$ cat config.mk
export PLATFORM = sky130hd
export DESIGN_NAME = memory_arbiter
export DESIGN_NICKNAME = d
export VERILOG_FILES = /design/src/rtl/cpu_types_pkg.sv /design/src/rtl/memory_arbiter_stats.sv /design/src/rtl/memory_arbiter.sv
export SDC_FILE = /design/constraint.sdc
export NUM_CORES = 1
export LEC_CHECK = 0
export ABC_AREA = 1
export CAP_MARGIN = 30
export CORE_AREA = 2 2 142 144
export DETAILED_ROUTE_END_ITERATION = 8
export DIE_AREA = 0 0 144 146
export PLACE_DENSITY = 0.52
export SLEW_MARGIN = 20
export SYNTH_ARGS = -nofsm -noshare
export SYNTH_HDL_FRONTEND = slang
export SYNTH_SLANG_ARGS = --single-unit
$ cat constraint.sdc
create_clock -name CLK -period 1.8 [get_ports CLK]
set_clock_uncertainty 0.1 [all_clocks]
set_input_delay 0.18 -clock CLK [delete_from_list [all_inputs] [get_ports CLK]]
set_output_delay 0.18 -clock CLK [all_outputs]
set_load 0.1 [all_outputs]
$ cat src/rtl/cpu_types_pkg.sv
// rtl/cpu_types_pkg.sv - shared types for the i/d cache to RAM arbiter
// Contents: ramstate_t (RAM handshake state), word_t, arb_state_t (arbiter FSM state).
package cpu_types_pkg;

    typedef logic [31:0] word_t;

    typedef enum logic [1:0] {
        FREE   = 2'd0,
        BUSY   = 2'd1,
        ACCESS = 2'd2,
        ERROR  = 2'd3
    } ramstate_t;

    typedef enum logic [1:0] {
        IDLE = 2'd0,
        IGNT = 2'd1,
        DGNT = 2'd2
    } arb_state_t;

endpackage

$ cat src/rtl/memory_arbiter_stats.sv
// rtl/memory_arbiter_stats.sv - performance counters for the memory arbiter
// Ports: clk, rst (async, active-high); igrant/dgrant pulse once per completed
// icache/dcache access; stall is high for each cycle a requester is kept waiting;
// igrants/dgrants/stalls are free-running 32-bit wrap-around counts.
module memory_arbiter_stats (
    input  logic        clk,
    input  logic        rst,
    input  logic        igrant,
    input  logic        dgrant,
    input  logic        stall,
    output logic [31:0] igrants,
    output logic [31:0] dgrants,
    output logic [31:0] stalls
);

    always_ff @(posedge clk or posedge rst) begin
        if (rst) begin
            igrants <= '0;
            dgrants <= '0;
            stalls  <= '0;
        end else begin
            if (igrant) igrants <= igrants + 32'd1;
            if (dgrant) dgrants <= dgrants + 32'd1;
            if (stall)  stalls  <= stalls + 32'd1;
        end
    end

endmodule

$ cat src/rtl/memory_arbiter.sv
// rtl/memory_arbiter.sv - dcache-priority arbiter onto a single-port RAM with icache starvation limit
// Ports: CLK, nRST (async, active-high); icache side iREN/iaddr -> iwait/iload;
// dcache side dREN/dWEN/daddr/dstore -> dwait/dload; RAM side ramREN/ramWEN/ramaddr/
// ramstore -> ramload/ramstate; ram_err sticky error flag; stat_* perf counters.
// Macro MEMORY_ARBITER_STATS_EN: when defined the stat_* counters are built,
// otherwise they read as 0.
module memory_arbiter
    import cpu_types_pkg::*;
#(
    parameter int WORD_W       = 32,
    parameter int STARVE_LIMIT = 4
) (
    input  logic              CLK,
    input  logic              nRST,
    input  logic              iREN,
    input  logic [WORD_W-1:0] iaddr,
    output logic              iwait,
    output logic [WORD_W-1:0] iload,
    input  logic              dREN,
    input  logic              dWEN,
    input  logic [WORD_W-1:0] daddr,
    input  logic [WORD_W-1:0] dstore,
    output logic              dwait,
    output logic [WORD_W-1:0] dload,
    output logic              ramREN,
    output logic              ramWEN,
    output logic [WORD_W-1:0] ramaddr,
    output logic [WORD_W-1:0] ramstore,
    input  logic [WORD_W-1:0] ramload,
    input  logic [1:0]        ramstate,
    output logic              ram_err,
    output logic [31:0]       stat_igrants,
    output logic [31:0]       stat_dgrants,
    output logic [31:0]       stat_stalls
);

    localparam int SW = $clog2(STARVE_LIMIT + 1);
    localparam logic [SW-1:0] LIMIT = SW'(STARVE_LIMIT);

    arb_state_t state;
    logic [SW-1:0] streak;
    ramstate_t rs;
    logic dreq;
    logic i_done;
    logic d_done;

    assign rs     = ramstate_t'(ramstate);
    assign dreq   = dREN | dWEN;
    assign i_done = (state == IGNT) && iREN && (rs == ACCESS);
    assign d_done = (state == DGNT) && dreq && (rs == ACCESS);

    // RAM controls and completion are decoded from the registered state so that a
    // dropped request or an asynchronous reset removes the enables in the same cycle.
    always_comb begin
        iwait    = 1'b1;
        dwait    = 1'b1;
        iload    = '0;
        dload    = '0;
        ramREN   = 1'b0;
        ramWEN   = 1'b0;
        ramaddr  = '0;
        ramstore = '0;
        case (state)
            IGNT: begin
                ramREN  = iREN;
                ramaddr = iaddr;
                iload   = ramload;
                iwait   = !i_done;
            end
            DGNT: begin
                // a write wins over a read when both are raised
                ramWEN   = dWEN;
                ramREN   = dREN && !dWEN;
                ramaddr  = daddr;
                ramstore = dstore;
                dload    = ramload;
                dwait    = !d_done;
            end
            default: ;
        endcase
    end

    always_ff @(posedge CLK or posedge nRST) begin
        if (nRST) begin
            state   <= IDLE;
            streak  <= '0;
            ram_err <= 1'b0;
        end else begin
            if (rs == ERROR) ram_err <= 1'b1;
            case (state)
                IDLE: begin
                    // icache is forced through once dcache has won LIMIT times in a row
                    if (dreq && !(iREN && streak == LIMIT)) begin
                        state <= DGNT;
                        if (!iREN)
                            streak <= '0;
                        else if (streak != LIMIT)
                            streak <= streak + 1'b1;
                    end else if (iREN) begin
                        state  <= IGNT;
                        streak <= '0;
                    end else begin
                        streak <= '0;
                    end
                end
                // ERROR/BUSY/FREE keep the grant so the access is retried
                IGNT: if (!iREN || i_done) state <= IDLE;
                DGNT: if (!dreq || d_done) state <= IDLE;
                default: state <= IDLE;
            endcase
        end
    end

`ifdef MEMORY_ARBITER_STATS_EN
    logic stall;
    assign stall = (iREN && iwait) || (dreq && dwait);

    memory_arbiter_stats u_stats (
        .clk     (CLK),
        .rst     (nRST),
        .igrant  (i_done),
        .dgrant  (d_done),
        .stall   (stall),
        .igrants (stat_igrants),
        .dgrants (stat_dgrants),
        .stalls  (stat_stalls)
    );
`else
    assign stat_igrants = '0;
    assign stat_dgrants = '0;
    assign stat_stalls  = '0;
`endif

endmodule

# Word-level counts from Yosys, hierarchy flattened
# Cells that the tools add are included.
# word_totals
regBits	6
input_bits	135
word_cells	49
# op_classes
add_sub_neg	1
n_eq_ne	10
n_mux	16
bitwise_logic	1
reduce_logical	18
# ops
cell	count
32-bit 2-to-1 mux	3
32-bit case mux with 2 select lines	1
3-bit 2-to-1 mux	3
2-bit 2-to-1 mux	4
1-bit logical AND	7
2-bit equality test (second input constant)	3
1-bit logical NOT	6
3-bit inequality test (second input constant)	2
2-bit case mux with 3 select lines	1
2-bit by 1-bit inequality test with 1-bit output (second input constant)	2
3-bit by 1-bit adder with 3-bit output (second input constant)	1
3-bit equality test (second input constant)	1
1-bit 2-to-1 mux	3
3-bit by 2-bit inequality test with 1-bit output (second input constant)	1
3-bit AND reduction	1
2-bit by 1-bit equality test with 1-bit output (second input constant)	1
2-bit logical NOT	1
1-bit logical OR	2
1-bit case mux with 2 select lines	1
2-bit AND reduction	1
1-bit OR	1

# Depth between registers and ports, before layout
# logic_depth
word_depth	6
ltp_mapped	8
ltp_nobuf	8

# Worst setup path before layout
# No wires, ideal clock.
# synth_path
path_kind	reg-to-output
start	register state[0]
end	output port ramaddr[0]
arrival_time_ns	2.443
setup_slack_ns	-0.923
stages_incl_launch_ff	7
n_path_buf	2
path_cell_list	dfrtp_1 inv_1 ha_1 buf_2 buf_4 nand2_1 a21oi_1
# synth_via
elab_chain_len	2
# synth_lines
item	line	text
start: declaration	memory_arbiter.sv:40	arb_state_t state;
start signal: assignment	memory_arbiter.sv:85	state <= IDLE;
start signal: assignment	memory_arbiter.sv:94	state <= DGNT;
start signal: assignment	memory_arbiter.sv:100	state <= IGNT;
2-bit equality test / 2-bit by 1-bit equality test with 1-bit output (equally long branches)	memory_arbiter.sv:63	case (state)
32-bit case mux with 2 select lines (*)	memory_arbiter.sv:63	
end: declaration	memory_arbiter.sv:27	output logic [WORD_W-1:0] ramaddr,
# Every way passes the cells marked *; elsewhere a longest branch is shown, timed or not.

# Worst setup path in the final report
# layout_path
start	register state[1]
end	output port ramstore[15]
# layout_via
elab_chain_len	2
# layout_lines
item	line	text
2-bit equality test	memory_arbiter.sv:63	
32-bit 2-to-1 mux	memory_arbiter.sv:63	
end: declaration	memory_arbiter.sv:28	output logic [WORD_W-1:0] ramstore,
# Every way passes these cells.

==> parameters.txt <==
Parameter                              Value

Timing
  Crit path setup slack, layout ... -0.160 ns
  Number of max-slew violations in the final report ... 0
  Total negative setup slack ... -12.24 ns
  Highest Clock Rate ... 510 MHz
  Clock period minus worst slack ... 1.96 ns
  Final Hold Vio Count ... 0
  Final period util ... 109%
  Unrepaired setup endpoints after global routing ... true
  Final setup violation count ... 112

Global routing
  Met3 usage ... 1.71%
  Global-route usage over all layers ... 11.0%
  Vias in the first global route ... 3147
  Global routing met2 resource utilization ... 21.2%
  Maximum number of pins on one net before global-route repair ... 54
  Total congestion overflow ... 0
  Met1 capacity usage during global routing ... 13.2%
  Global route hottest layer ... met2
  Number of antenna violations at the first check in global routing ... 0
  First-pass GRT wire length ... 18300 microns

Critical path
  Launching element type of the critical path ... flip-flop
  Max FO, Critical Path ... 27
  Number of logic stages on the critical path including buffering ... 7
  Origin of the critical flop-to-flop path ... state[0]$_DFFE_PP0P_
  Critical path start-end classification ... reg -> out
  Endpoint kind of the worst setup timing path ... primary output
  Delay-heaviest family, CP ... buffers and inverters
  Sequence of cells on the critical path ... buf_4, ha_4, buf_8, buf_16, nand2_1, clkinvlp_4, buf_12
  WP buf/inv ... 5
  Endpoint required time on the critical path ... 1.52 ns
  Number of cells on the worst reg-to-reg path ... 8
  Delay contributed by the slowest stage of the critical path ... 0.37 ns
  Minimum setup slack among reg-to-reg paths ... 0.18 ns
  Slowest cell on the critical path ... sky130_fd_sc_hd__dfrtp_1
  Data arrival at the endpoint of the critical path ... 1.68 ns
  Reg-to-Reg End ... state[0]$_DFFE_PP0P_

Placed design
  Instance count after placement with tap cells included ... 984
  Setup Slack @ Placement ... 0.0533 ns
  Placer's final routability congestion estimate ... 0.771
  Detailed placer's ending HPWL ... 9960 microns
  Number of I/O port buffers ... 267

Synth
  Synth Flop Type ... sky130_fd_sc_hd__dfrtp_1
  Number of different library cells in the post-synthesis netlist ... 16
  Leading area contributor after synthesis ... sky130_fd_sc_hd__buf_4
  Synth top area cells ... sky130_fd_sc_hd__buf_4, sky130_fd_sc_hd__nand2_1, sky130_fd_sc_hd__inv_1
  Post-synth ARST share ... 100%
  Mean cell area of the mapped netlist ... 5.16 sq um
  Number of enable flip-flop cells after synthesis ... 0
  Warnings from Yosys ... 0
  Sequential-to-total area share from yosys stat ... 6.23%
  Most common library cells after synthesis ... sky130_fd_sc_hd__nand2_1, sky130_fd_sc_hd__inv_1, sky130_fd_sc_hd__buf_4, sky130_fd_sc_hd__a21oi_1, sky130_fd_sc_hd__buf_2
  Cell count after synthesis ... 467
  FF+latch count, synth ... 6
  Most used standard cell by instance count after synthesis ... sky130_fd_sc_hd__nand2_1
  Synthesized area ... 0.00241 sq mm
  Fraction of synthesized cell area taken by the top area cell type ... 31.1%

Finish
  Antenna cells ... 0
  Final #Nets ... 898
  Fraction of layout instances using a drive strength above 1 ... 56.2%
  Count of placed standard cells in the final layout, fillers left out ... 1020
  Syn-to-layout area delta ... 244%

Clock network
  Sinks on the clock net ... 6
  Clock tree from TritonCTS ... built
  Longest Clk Path Bufs ... 2
  Reg clk slew, reported paths ... 0.03 ns
  Number of H-tree levels ... 1
  Clock Root Buffer ... sky130_fd_sc_hd__clkbuf_16
  Clock latency on the worst-skew pair ... 0.23 ns
  Number of buffers inserted during clock tree synthesis ... 3

Floorplanning
  Height of the die ... 146 microns
  Total Die Area ... 0.0210 sq mm
  Starting utilization of the core area ... 12.5%
  Io pins ... 364
  Core Rows ... 51
  Area inside the core boundary ... 0.0193 sq mm
  Die Span X ... 144 microns

Route
  Via-to-Cell Ratio ... 3.48
  Detailed-route via count ... 3547
  DRC violation count after routing ... 0
  Initial drt markers ... 65
  Router iterations before antenna repair ... 4
  Sum of routed wire length over all layers ... 14700 microns
  WL/cell ... 14.4 microns
  Residual antenna-violating net count after detailed routing ... 0

Min path
  Worst min-delay path class ... in -> async

Run
  Max-cap check violation count ... 0

Status
  Outcome ... finished, violations left
  Failing checks ... setup timing
==> worst register-to-register path: cells and delay by family, from the launching register on <==
kind,cells,cell delay [ns]
fa+ha+maj,1,0.19
buf+inv,3,0.50
flops,1,0.39
simple gates,4,0.33
==> metal layers <==
layer,up-vias,routed length (microns)
li1,1727,-
met1,1657,5980
met2,161,7600
met3,2,1090
met4,0,5
met5,-,0
==> registers in the layout (all words and copies together), names as in the netlist <==
signal,flops
streak,3
state,2
ram_err,1
==> worst max-delay path by stage <==
stage	to	startpoint
3_5_place_dp	ramaddr[23]	state[0]$_DFFE_PP0P_
4_1_cts	iload[7]	state[0]$_DFFE_PP0P_
2_1_floorplan	ramaddr[11]	state[0]$_DFFE_PP0P_
5_1_grt	ramaddr[14]	state[0]$_DFFE_PP0P_
3_3_place_gp	ramaddr[15]	state[0]$_DFFE_PP0P_
6_report	ramstore[15]	state[1]$_DFFE_PP0P_
==> through the flow <==
stage	area (sq um)	utilization [%]	hold slack (ns)
final	8280	42.8	0.0662
after CTS	7510	38.8	0.0802
after global placement	7110	36.8	0.317
after detailed placement	7110	36.8	0.314
after floorplan	3520	-	-0.129
after global routing	8280	42.8	0.117
==> cell usage in the layout, fill, tap and decap left out, types with 3 or more instances in the layout <==
master / n
sky130_fd_sc_hd__nand2_4: 28
sky130_fd_sc_hd__nand2_1: 62
sky130_fd_sc_hd__buf_6: 6
sky130_fd_sc_hd__buf_16: 8
sky130_fd_sc_hd__nor2_1: 3
sky130_fd_sc_hd__inv_2: 8
sky130_fd_sc_hd__nand3_1: 8
sky130_fd_sc_hd__a21oi_1: 3
sky130_fd_sc_hd__dfrtp_1: 6
sky130_fd_sc_hd__ha_4: 3
sky130_fd_sc_hd__inv_1: 11
sky130_fd_sc_hd__clkinvlp_4: 88
sky130_fd_sc_hd__clkdlybuf4s50_1: 134
sky130_fd_sc_hd__buf_12: 141
sky130_fd_sc_hd__buf_4: 8
sky130_fd_sc_hd__nand2_2: 83
sky130_fd_sc_hd__clkbuf_16: 12
sky130_fd_sc_hd__conb_1: 96
sky130_fd_sc_hd__a21oi_4: 33
sky130_fd_sc_hd__ha_1: 3
==> what timing repair did <==
| item | in CTS | in global routing |
|---|---|---|
| setup endpoints to repair | 127 | 131 |
| cloned | 6 | 14 |
| gates resized for setup | 46 | 127 |
| buffers inserted | 4 | 9 |
| hold buffers | 0 | 0 |
| pin swaps | 3 | 22 |
==> cell families (layout without fill, tap and decap cells) <==
kind of cell | Yosys count | in the layout | share of synthesized area (%)
compound gates | 40 | 40 | 8.51
simple gates | 188 | 188 | 30.0
buf+inv | 226 | 419 | 51.9
flops | 6 | 6 | 6.23
other cells | 1 | 96 | 0.156
fa+ha+maj | 6 | 6 | 3.11
==> layout make-up <==
type | instances | area (sq um)
Fill cell | 1874 | 11100
Timing Repair Buffer | 308 | 4770
Multi-Input combinational cell | 330 | 2210
Inverter | 108 | 748
Tap cell | 265 | 332
Sequential cell | 6 | 150
Clock buffer | 3 | 75.1
Power is left out: the tool's default activity adds up to more than one toggle a clock period on the data nets, which glitch-free logic cannot reach.
